**src/rtl/display_pkg.sv**
```systemverilog
// Shared constants for the 7-segment LED scanner: blank levels and hex segment table.
package display_pkg;

    // Active-low idle levels for a dark digit slot.
    localparam logic [7:0] AN_BLANK  = 8'hFF;
    localparam logic [6:0] SEG_BLANK = 7'h7F;
    localparam logic       DP_BLANK  = 1'b1;

    // Active-low segment codes {g,f,e,d,c,b,a}; entry n is the glyph for hex digit n.
    // Leftmost element lands in index 15.
    localparam logic [15:0][6:0] HEX_SEG_TABLE = {
        7'h0E, 7'h06, 7'h21, 7'h46, 7'h03, 7'h08, 7'h10, 7'h00,
        7'h78, 7'h02, 7'h12, 7'h19, 7'h30, 7'h24, 7'h79, 7'h40
    };

endpackage

```
**src/rtl/hex7seg.sv**
```systemverilog
// Combinational hex nibble to active-low 7-segment decode.
module hex7seg
    import display_pkg::*;
(
    input  logic [3:0] nibble_i,
    output logic [6:0] seg_o
);

    // Straight table lookup.
    always_comb begin
        seg_o = HEX_SEG_TABLE[nibble_i];
    end

endmodule

```
**src/rtl/led_display_scan.sv**
```systemverilog
// Multiplexed 8-digit hex LED scanner with frame-synchronous shadow capture.
module led_display_scan
    import display_pkg::*;
#(
    parameter int unsigned SCAN_DIV = 100000
) (
    input  logic        clk,
    input  logic        rst,
    input  logic [31:0] data,
    input  logic        en,
    input  logic        blank_lz,
    input  logic [7:0]  dp_mask,
    output logic [7:0]  an,
    output logic [6:0]  seg,
    output logic        dp,
    output logic        frame_done
);

    localparam int unsigned CntW    = $clog2(SCAN_DIV);
    localparam logic [CntW-1:0] DivLast = CntW'(SCAN_DIV - 1);

    logic [CntW-1:0] div_cnt_q, div_cnt_d;
    logic [2:0]      idx_q, idx_d;
    logic [31:0]     shadow_q, shadow_d;
    logic            frame_done_d;
    logic            tick;
    logic [7:0]      an_d;
    logic [6:0]      seg_d;
    logic            dp_d;
    logic [3:0]      nibble;
    logic [31:0]     upper;
    logic            digit_blank;
    logic [6:0]      seg_hex;

    // Divider, digit index and shadow capture; shadow only moves at the end of slot 7.
    always_comb begin
        tick         = (div_cnt_q == DivLast);
        div_cnt_d    = tick ? '0 : div_cnt_q + 1'b1;
        idx_d        = tick ? idx_q + 3'd1 : idx_q;
        frame_done_d = tick && (idx_q == 3'd7);
        shadow_d     = frame_done_d ? data : shadow_q;
    end

    // Per-slot digit selection and blanking; upper holds this digit and everything above it.
    always_comb begin
        nibble      = shadow_q[{idx_q, 2'b00} +: 4];
        upper       = shadow_q >> {idx_q, 2'b00};
        digit_blank = !en || (blank_lz && (idx_q != 3'd0) && (upper == 32'd0));
        an_d        = digit_blank ? AN_BLANK  : ~(8'd1 << idx_q);
        seg_d       = digit_blank ? SEG_BLANK : seg_hex;
        dp_d        = digit_blank ? DP_BLANK  : ~dp_mask[idx_q];
    end

    hex7seg u_hex7seg (
        .nibble_i (nibble),
        .seg_o    (seg_hex)
    );

    // All state, including the registered display outputs, with synchronous reset.
    always_ff @(posedge clk) begin
        if (rst) begin
            div_cnt_q  <= '0;
            idx_q      <= 3'd0;
            shadow_q   <= 32'd0;
            frame_done <= 1'b0;
            an         <= AN_BLANK;
            seg        <= SEG_BLANK;
            dp         <= DP_BLANK;
        end else begin
            div_cnt_q  <= div_cnt_d;
            idx_q      <= idx_d;
            shadow_q   <= shadow_d;
            frame_done <= frame_done_d;
            an         <= an_d;
            seg        <= seg_d;
            dp         <= dp_d;
        end
    end

endmodule
```
**config.mk**
```make
export PLATFORM = sky130hd
export DESIGN_NAME = led_display_scan
export DESIGN_NICKNAME = d
export VERILOG_FILES = /design/src/rtl/display_pkg.sv /design/src/rtl/hex7seg.sv /design/src/rtl/led_display_scan.sv
export SDC_FILE = /design/constraint.sdc
export NUM_CORES = 1
export LEC_CHECK = 0
export CORE_AREA = 5 5 106 108
export DETAILED_ROUTE_END_ITERATION = 10
export DIE_AREA = 0 0 111 113
export GPL_ROUTABILITY_DRIVEN = 0
export PLACE_DENSITY = 0.68
export SLEW_MARGIN = 20
export SYNTH_ARGS = -nofsm -noshare
export SYNTH_HDL_FRONTEND = slang
export SYNTH_SLANG_ARGS = --single-unit
export TNS_END_PERCENT = 10
```
**constraint.sdc**
```tcl
create_clock -name clk -period 2.8 [get_ports clk]
set_clock_uncertainty 0.2 [all_clocks]
set_input_delay 0.28 -clock clk [delete_from_list [all_inputs] [get_ports clk]]
set_output_delay 0.28 -clock clk [all_outputs]
set_load 0.03 [all_outputs]
```
# Word-level counts from Yosys, hierarchy flattened
# Memory sizes are Yosys's and may differ from the RTL's. A register that Yosys moved wholly into a read port is not among the register bits.
# Cells that the tools add are included.
[totals] regBits=62 romBits=112 in_bits=44 output_inout_bits=17 wordCells=28 n_memories=1
[memory_table] memory="(no name shown)" depth=16 word_bits=7 read_ports=1 rd_clocked_by_memory_dff=1 write_ports=0 line="hex7seg.sv:11" text="seg_o = HEX_SEG_TABLE[nibble_i];"
[classes] n_addsub=2 n_lt_le_gt_ge=1 eq_ne=2 n_shift=3 n_mux=2 n_bitwise=2 reduce_logical=9
[ops] cell="32-bit logical NOT" count=1
[ops] cell="32-bit by 6-bit variable part select with 4-bit output" count=1
[ops] cell="32-bit by 5-bit >> shifter with 32-bit output" count=1
[ops] cell="17-bit by 1-bit adder with 17-bit output (second input constant)" count=1
[ops] cell="17-bit == test (second input constant)" count=1
[ops] cell="8-bit NOT" count=1
[ops] cell="1-bit by 3-bit << shifter with 8-bit output (first input constant)" count=1
[ops] cell="3-bit by 4-bit < comparator with 1-bit output (second input constant)" count=1
[ops] cell="2-bit OR reduction" count=2
[ops] cell="3-bit by 1-bit adder with 3-bit output (second input constant)" count=1
[ops] cell="1-bit binary-select mux with 3-bit select" count=1
[ops] cell="3-bit == test (second input constant)" count=1
[ops] cell="1-bit logical AND" count=3
[ops] cell="3-bit nonzero test" count=1
[ops] cell="1-bit logical NOT" count=1
[ops] cell="1-bit logical OR" count=1
[ops] cell="1-bit two-way mux" count=1
[ops] cell="1-bit NOT" count=1

# Logic depth before layout (Yosys ltp)
# Gate-level depths: netlist (run 1).
[depth] ltp_word=5 mapped_depth=13 depth_no_buf=10

# Modules after synthesis
# Synthesis (run 1) repeated with hierarchy kept, for this count alone.
[hier_totals] hier_cells=413 hier_area_um2=3484.6
[modules_own_cells] mod="led_display_scan" instances=1 cells_each=381 area_per_inst_um2=3209.3 seq_area_each_um2=1381.3
[modules_own_cells] mod="hex7seg" instances=1 cells_each=32 area_per_inst_um2=275.3 seq_area_each_um2=0.0

# Worst setup path after synthesis (run 1)
# OpenSTA, ideal clock, no wires.
[synth_path] path_kind="register -> register" startpoint="reg idx_q[1]" endpoint="reg seg[4]" setup_ns=0.145 arrival_ns=2.634 t_required_ns=2.455 path_slack_ns=-0.179 path_stages_with_launch=14 path_buffers=3 synth_period_minus_slack_ns=2.979 path_cell_list="dfxtp_1 -> clkbuf_1 -> buf_1 -> mux4_2 -> nand2_1 -> nand2_1 -> inv_1 -> ha_1 -> o211ai_1 -> a21oi_1 -> a41oi_1 -> a21o_1 -> clkbuf_1 -> o221ai_1"
[synth_between] elab_chain_cells=5 word_cells_on_any_way=8 cone_classes="2 x shift; 6 x reduce/logical"
[synth_rtl] item="start, declared" line="led_display_scan.sv:23" text="logic [2:0] idx_q, idx_d;"
[synth_rtl] item="start signal, assigned" line="led_display_scan.sv:71" text="idx_q <= idx_d;"
[synth_rtl] item="32-bit by 5-bit >> shifter with 32-bit output / 3-bit nonzero test (equally long branches)" line="led_display_scan.sv:47, led_display_scan.sv:48"
[synth_rtl] item="32-bit logical NOT / 1-bit logical AND (equally long branches)" line="led_display_scan.sv:48" text="digit_blank = !en || (blank_lz && (idx_q != 3'd0) && (upper == 32'd0));"
[synth_rtl] item="1-bit logical AND" line="led_display_scan.sv:48"
[synth_rtl] item="1-bit logical OR" line="led_display_scan.sv:48"
[synth_rtl] item="2-bit OR reduction (no line)"
[synth_rtl] item="end, declared" line="led_display_scan.sv:14" text="output logic [6:0] seg,"
# Parallel ways exist; a longest one is shown, timed or not.
# A chain may end at the register's enable or synchronous reset.

# Worst setup path after layout (run 1)
[layout_path] startpoint="reg idx_q[0]" endpoint="reg seg[1]"
# The elaborated chain is that of the path after synthesis.

==> metrics.yaml, run 1 <==
multi_input_area_um2: 1940
clockPowerShare_pct: 45.3
layout.nets: 501
yosys.area_share.xor_xnor_pct: 4.02
seq_area_um2: 1390
synthAdderAreaFrac_pct: 4.31
ir_drop_v: 0.000280
worstReg2RegStart: "idx_q[0]"
final_area_um2: 4450
cts-hold-fix-buffers: 0
power_density_nw_per_um2: 461
pwr-share-seq_pct: 48.5
crit_buf_inv: 0
grt_usage_pct: 13.2
synth_area_leaders: "dfxtp_1 40%, a21oi_2 7.5%, nand2_1 7.4%, mux4_2 6.5%, nand2_2 5.4%"
tns_ns: 0
synth_flop_cell: "dfxtp_1"
num_rows: 37
hpwl_um: 5950
synth_common_cells: "69 x dfxtp_1, 69 x nand2_1, 37 x nor2_1"
setup_viol: 0
finalHoldViolCount: 0
crit_chain: "mux4_2 > nand2_1 > and2_1 > ha_2 > o211ai_1 > a21oi_1 > a41oi_1 > a21o_2 > o311ai_0"
cts_resized: 1
final_cells: 586
drive_gt1_share_pct: 24.2
r2r_end: "seg[1]"
p_int_uw: 1580
crit_required_ns: 2.83
drc: 0
h-tree-depth: 3
clock_latency_ns: 0.35
area_delta_synth_final_pct: 27.5
fin_crit_ns: 2.61
max-slew-margin-rel_pct: 58.4
port_buffers: 60
drt_iter0_drc: 271
postCtsSetupRepairBufs: 0
design.portCount: 61
antenna_found_initial: 0
grt_max_degree: 39
arrival_ns: 2.65
synth-simple-area-share_pct: 24.7
cp-end-kind: "flip-flop"
maxCapViolations: 0
min_from: "rst"
postRouteAntennaNets: 0
reg2reg_setup_slack_ns: 0.19
die_area_um2: 12500
worst_r2r_path_depth: 9
syn_inst: 382
crit_slowest_cell: "mux4_2"
path_class: "flip-flop to flip-flop"
leakagePower_uw: 0.00156
p_sw_share_pct: 23.1
cp_max_fo: 12
cts_root_buffer: "clkbuf_8"
async_flop_share_pct: 0
hold_path.class: "primary input to flip-flop"
synth-compound-area-share_pct: 13.4
dr_total_vias: 2892
synth_top_cell_area_share_pct: 39.6
synth_enable_flop_cells: 0
outcome: "finished clean"
whs_endpoint: "an[0]"
switching_power_uw: 474
synthesis.nets: 438
die_x_um: 111
synth_top_family_by_area: "simple AND/OR/NAND/NOR gates"
clkSinkCount: 69
fillCellCount: 992
grt_pass1_vias: 2897
slew_violations: 0
synth_area_um2: 3490
clk_pin_slew_ns: 0.09
critPathTopFamily: "compound AO/OA/AOI/OAI gates"
vias_per_cell: 4.94
coreArea_um2: 10100
numCtsBuffers: 9
max_freq_mhz: 383
routed_wl_um: 8050
antennaDiodeCount: 0
slowest_delay_ns: 0.52
tightestPinTransition_ns: 0.619
synth-seq-area-share_pct: 39.6
wl_per_cell_um: 13.7
cp-start-kind: "flip-flop"
dp.cells: 570
synth.area.mux_share_pct: 9.05
cts_buffer_depth: 2
whs_path_depth: 4
combPwrFrac_pct: 6.1
grt_pass1_wl_um: 13800
placed_area_um2: 4210
ys_warn_count: 0
initial_core_util_pct: 34.4
drt-pass1-iter-count: 4
overflow: 0
post-route-period-util_pct: 93.3
syn_area_per_cell_um2: 9.13
synth_top_cell_by_area: "dfxtp_1"
die_h_um: 113
synth-seq-cells: 69
tritoncts: "done"
rsz0062_at_grt: "no"
netlist-cell-type-count: 44
==> per-stage QoR <==
step | utilization (%) | worst slack, ns | hold WS, ns | power (µW)
after floorplan | - | 0.0195 | 0.214 | 1060
after global placement | 41.5 | 0.170 | 0.229 | 1140
after detailed placement | 41.5 | 0.0755 | 0.238 | 1140
after CTS | 43.8 | 0.109 | 0.121 | 2070
after global routing | 43.8 | 0.0272 | 0.182 | 2120
final | 43.8 | 0.188 | 0.133 | 2050
==> power groups by stage <==
stage / Sequential [µW] / Clock [µW] / Combinational (µW)
after floorplan: 1030 / 0 / 32.5
final: 994 / 929 / 126
after global routing: 995 / 993 / 135
after CTS: 995 / 944 / 127
after global placement: 1020 / 0 / 125
after detailed placement: 1020 / 0 / 126
==> how the worst max path moves through the flow <==
stage,start,endpoint,cells past startpoint
finish,idx_q[0],seg[1],9
global route,idx_q[0],seg[2],10
CTS,idx_q[0],seg[1],9
detailed placement,idx_q[0],seg[1],9
global placement,idx_q[0],seg[2],9
floorplan,idx_q[0],seg[3],12
==> sequential cells by signal (all words and copies together) (netlist names) <==
register	count
seg	7
an	8
dp	1
shadow_q	32
idx_q	3
frame_done	1
div_cnt_q	17
==> cell usage in the layout (no fill, tap or decap), types with 2 or more instances in the layout <==
master           count
and2_1               4
a21oi_2             30
buf_4               11
or3_1                2
a21oi_1              5
inv_1                6
o311ai_0             2
o22ai_1              2
mux4_2              10
inv_6                3
nand2_2             30
nor3_1               4
o211ai_1             4
nand4_1              4
nand2_1             69
nor2_1              37
o221ai_1             4
clkdlybuf4s50_1     59
clkbuf_8             9
ha_1                11
a211oi_1             2
o21ai_0              6
nand3_1             11
nor4_1               9
xnor2_1              9
bufinv_16            2
mux2i_1              9
dfxtp_1             67
xor2_1               7
==> kinds of logic after synthesis <==
| family | count (synthesis) |
|---|---|
| AO/OA/AOI/OAI | 60 |
| XOR/XNOR | 16 |
| adder cells (fa/ha/maj) | 12 |
| buffers and inverters | 27 |
| flip-flops | 69 |
| multiplexers | 19 |
| AND/OR/NAND/NOR | 179 |
==> per-layer routing <==
metal	wire length, µm	share of wire, %	track usage, %
met4	119	1.5	4.76
met3	480	6.0	3.21
met5	0	0	0
met1	3800	47	18.2
met2	3650	45	20.3
==> final cells by class <==
cell class	instances	area share [%]
Inverter	7	0.591
Sequential cell	69	31.2
Clock inverter	7	2.31
Timing Repair Buffer	72	15.7
Multi-Input combinational cell	286	43.6
Tap cell	136	3.83
Clock buffer	9	2.79
==> worst reg2reg max path: cells and delay by family, from the launching register on <==
family,cells,cell delay [ns]
mux,1,0.52
compound gates,5,0.84
simple gates,2,0.30
flops,1,0.40
fa+ha+maj,1,0.25
(Power assumes the default switching activity.)
==> run 2, diff against run 1 <==
--- a/config.mk
+++ b/config.mk
@@ -5,11 +5,13 @@
 export SDC_FILE = /design/constraint.sdc
 export NUM_CORES = 1
 export LEC_CHECK = 0
+export CELL_PAD_IN_SITES_DETAIL_PLACEMENT = 1
+export CELL_PAD_IN_SITES_GLOBAL_PLACEMENT = 1
 export CORE_AREA = 5 5 106 108
 export DETAILED_ROUTE_END_ITERATION = 10
 export DIE_AREA = 0 0 111 113
 export GPL_ROUTABILITY_DRIVEN = 0
-export PLACE_DENSITY = 0.68
+export PLACE_DENSITY = 0.83
 export SLEW_MARGIN = 20
 export SYNTH_ARGS = -nofsm -noshare
 export SYNTH_HDL_FRONTEND = slang
==> metrics.yaml, run 2 (synthesis gave the netlist of run 1 again) <==
placed_area_um2: 4210  # unchanged
arrival_ns: 2.60  # was 2.65 ns
crit_buf_inv: 1  # was 0
drc: 0  # unchanged
p_int_uw: 1410  # was 1580 µW
clk_pin_slew_ns: 0.08  # was 0.09 ns
largest_register_ffs: 32  # unchanged
initial_core_util_pct: 34.4  # unchanged
post-route-period-util_pct: 92.2  # was 93.3%
die_area_um2: 12500  # unchanged
crit_chain: "mux4_2 > nand2_1 > nand2_1 > inv_1 > ha_4 > o211ai_1 > a21oi_1 > a41oi_1 > a21o_2 > o311ai_0"  # was mux4_2 > nand2_1 > and2_1 > ha_2 > o211ai_1 > a21oi_1 > a41oi_1 > a21o_2 > o311ai_0
grt_pass1_wl_um: 15700  # was 13800 µm
p_sw_share_pct: 24.1  # was 23.1%
multi_input_area_um2: 1960  # was 1940 µm²
cp_max_fo: 6  # was 12
hold_path.class: "primary input to flip-flop"  # unchanged
clkSinkCount: 69  # unchanged
postCtsSetupRepairBufs: 0  # unchanged
final_cells: 587  # was 586
die_h_um: 113  # unchanged
overflow: 0  # unchanged
die_x_um: 111  # unchanged
drt_iter0_drc: 175  # was 271
critPathTopFamily: "compound AO/OA/AOI/OAI gates"  # unchanged
path_class: "flip-flop to flip-flop"  # unchanged
drt-pass1-iter-count: 4  # unchanged
tns_ns: 0  # unchanged
fin_crit_ns: 2.58  # was 2.61 ns
cts-hold-fix-buffers: 0  # unchanged
crit_slowest_cell: "mux4_2"  # unchanged
design.portCount: 61  # unchanged
antennaDiodeCount: 0  # unchanged
port_buffers: 60  # unchanged
wl_met2_um: 4460  # was 3650 µm
power_density_nw_per_um2: 420  # was 461 nW/µm²
cts_root_buffer: "clkbuf_8"  # unchanged
max-slew-margin-rel_pct: 57.4  # was 58.4%
final_common_cell: "nand2_1"  # unchanged
dp.cells: 570  # unchanged
routed_wl_um: 9240  # was 8050 µm
final_cell_mix: "69 x nand2_1, 67 x dfxtp_1, 59 x clkdlybuf4s50_1"  # unchanged
dr.max_layer_used: "met4"  # unchanged
grt_max_degree: 33  # was 39
hpwl_um: 7060  # was 5950 µm
combPwrFrac_pct: 7.0  # was 6.1%
wl_met3_um: 438  # was 480 µm
wl_per_cell_um: 15.7  # was 13.7 µm
coreArea_um2: 10100  # unchanged
reg.largest.list: "shadow_q x32, div_cnt_q x17, an x8"  # unchanged
outcome: "finished clean"  # unchanged
final_area_um2: 4410  # was 4450 µm²
setup_viol: 0  # unchanged
maxCapViolations: 0  # unchanged
fillCellCount: 1195  # was 992
cts_buffer_depth: 2  # unchanged
fin_util_pct: 43.5  # was 43.8%
wl_met1_um: 4110  # was 3800 µm
slew_violations: 0  # unchanged
worst_path_most_repeated_cell: "nand2_1"
max_freq_mhz: 387  # was 383 MHz
seq_area_um2: 1390  # unchanged
clockPowerShare_pct: 39.3  # was 45.3%
num_rows: 37  # unchanged
numCtsBuffers: 9  # unchanged
slowest_delay_ns: 0.52  # about the same
crit_required_ns: 2.82  # was 2.83 ns
finalHoldViolCount: 0  # unchanged
antenna_found_initial: 0  # unchanged
grt_usage_pct: 15.2  # was 13.2%
tightestPinTransition_ns: 0.633  # was 0.619 ns
drive_gt1_share_pct: 24.4  # was 24.2%
pwr-share-seq_pct: 53.7  # was 48.5%
largest_register: "shadow_q"  # unchanged
h-tree-depth: 3  # unchanged
grt_pass1_vias: 3195  # was 2897
area_delta_synth_final_pct: 26.6  # was 27.5%
rsz0062_at_grt: "no"  # unchanged
cp-end-kind: "flip-flop"  # unchanged
switching_power_uw: 447  # was 474 µW
ir_drop_v: 0.000165  # was 0.000280 V
cp-start-kind: "flip-flop"  # unchanged
dr_total_vias: 2991  # was 2892
vias_per_cell: 5.10  # was 4.94
layout.nets: 502  # was 501
clock_latency_ns: 0.35  # about the same
postRouteAntennaNets: 0  # unchanged
finalPower_uw: 1850  # was 2050 µW
tritoncts: "done"  # unchanged
leakagePower_uw: 0.00154  # was 0.00156 µW
[run 2: cell types whose count changed in the layout (fill, tap and decap cells not counted)]
cell	change
and2_1	-1
and2_2	+1
clkinvlp_4	+1
ha_4	+1
clkbuf_8	+1
a21o_1	+1
bufinv_16	-2
clkinv_2	+3
ha_2	-1
inv_6	-3
[run 2: power by group through the flow]
stage | registers [µW] | clock network, µW | logic, µW
floorplan | 1030 | 0 | 32.5
global placement | 1020 | 0 | 127
detailed placement | 1020 | 0 | 130
CTS | 996 | 743 | 130
global route | 996 | 788 | 138
finish | 995 | 727 | 130
[run 2: final cells by class]
| type | instances | share of cell area (%) |
|---|---|---|
| Clock inverter | 6 | 0.879 |
| Multi-Input combinational cell | 287 | 44.3 |
| Sequential cell | 69 | 31.4 |
| Timing Repair Buffer | 72 | 15.8 |
| Tap cell | 136 | 3.85 |
| Inverter | 7 | 0.595 |
| Clock buffer | 10 | 3.12 |
[run 2: final timing paths]
check | from | end | slack (ns) | depth (start not counted)
hold / removal | rst | shadow_q[10] | 0.21 | 2
setup / recovery | idx_q[0] | seg[1] | 0.22 | 10
setup reg to reg | idx_q[0] | seg[1] | 0.22 | 10
hold reg to reg | div_cnt_q[0] | div_cnt_q[0] | 0.25 | 1
[run 2: metal layers]
layer | track usage [%] | vias to the layer above
met5 | 0 | -
met4 | 6.08 | 0
met3 | 3.48 | 18
met2 | 25.6 | 86
met1 | 18.9 | 1442
li1 | - | 1445
[run 2: stage by stage]
stage	hold WS [ns]	worst slack [ns]
3_5_place_dp	0.240	-0.0188
2_1_floorplan	0.214	0.0195
3_3_place_gp	0.226	0.187
6_report	0.207	0.218
5_1_grt	0.217	0.0604
4_1_cts	0.200	0.0194
[run 2: repair_timing]
| item | in CTS | in global routing |
|---|---|---|
| pin swaps | 0 | 0 |
| cloned | 0 | 1 |
| hold endpoints to repair | 0 | 0 |
| endpoints found under the setup margin | 5 | 12 |
| resized for setup | 2 | 5 |
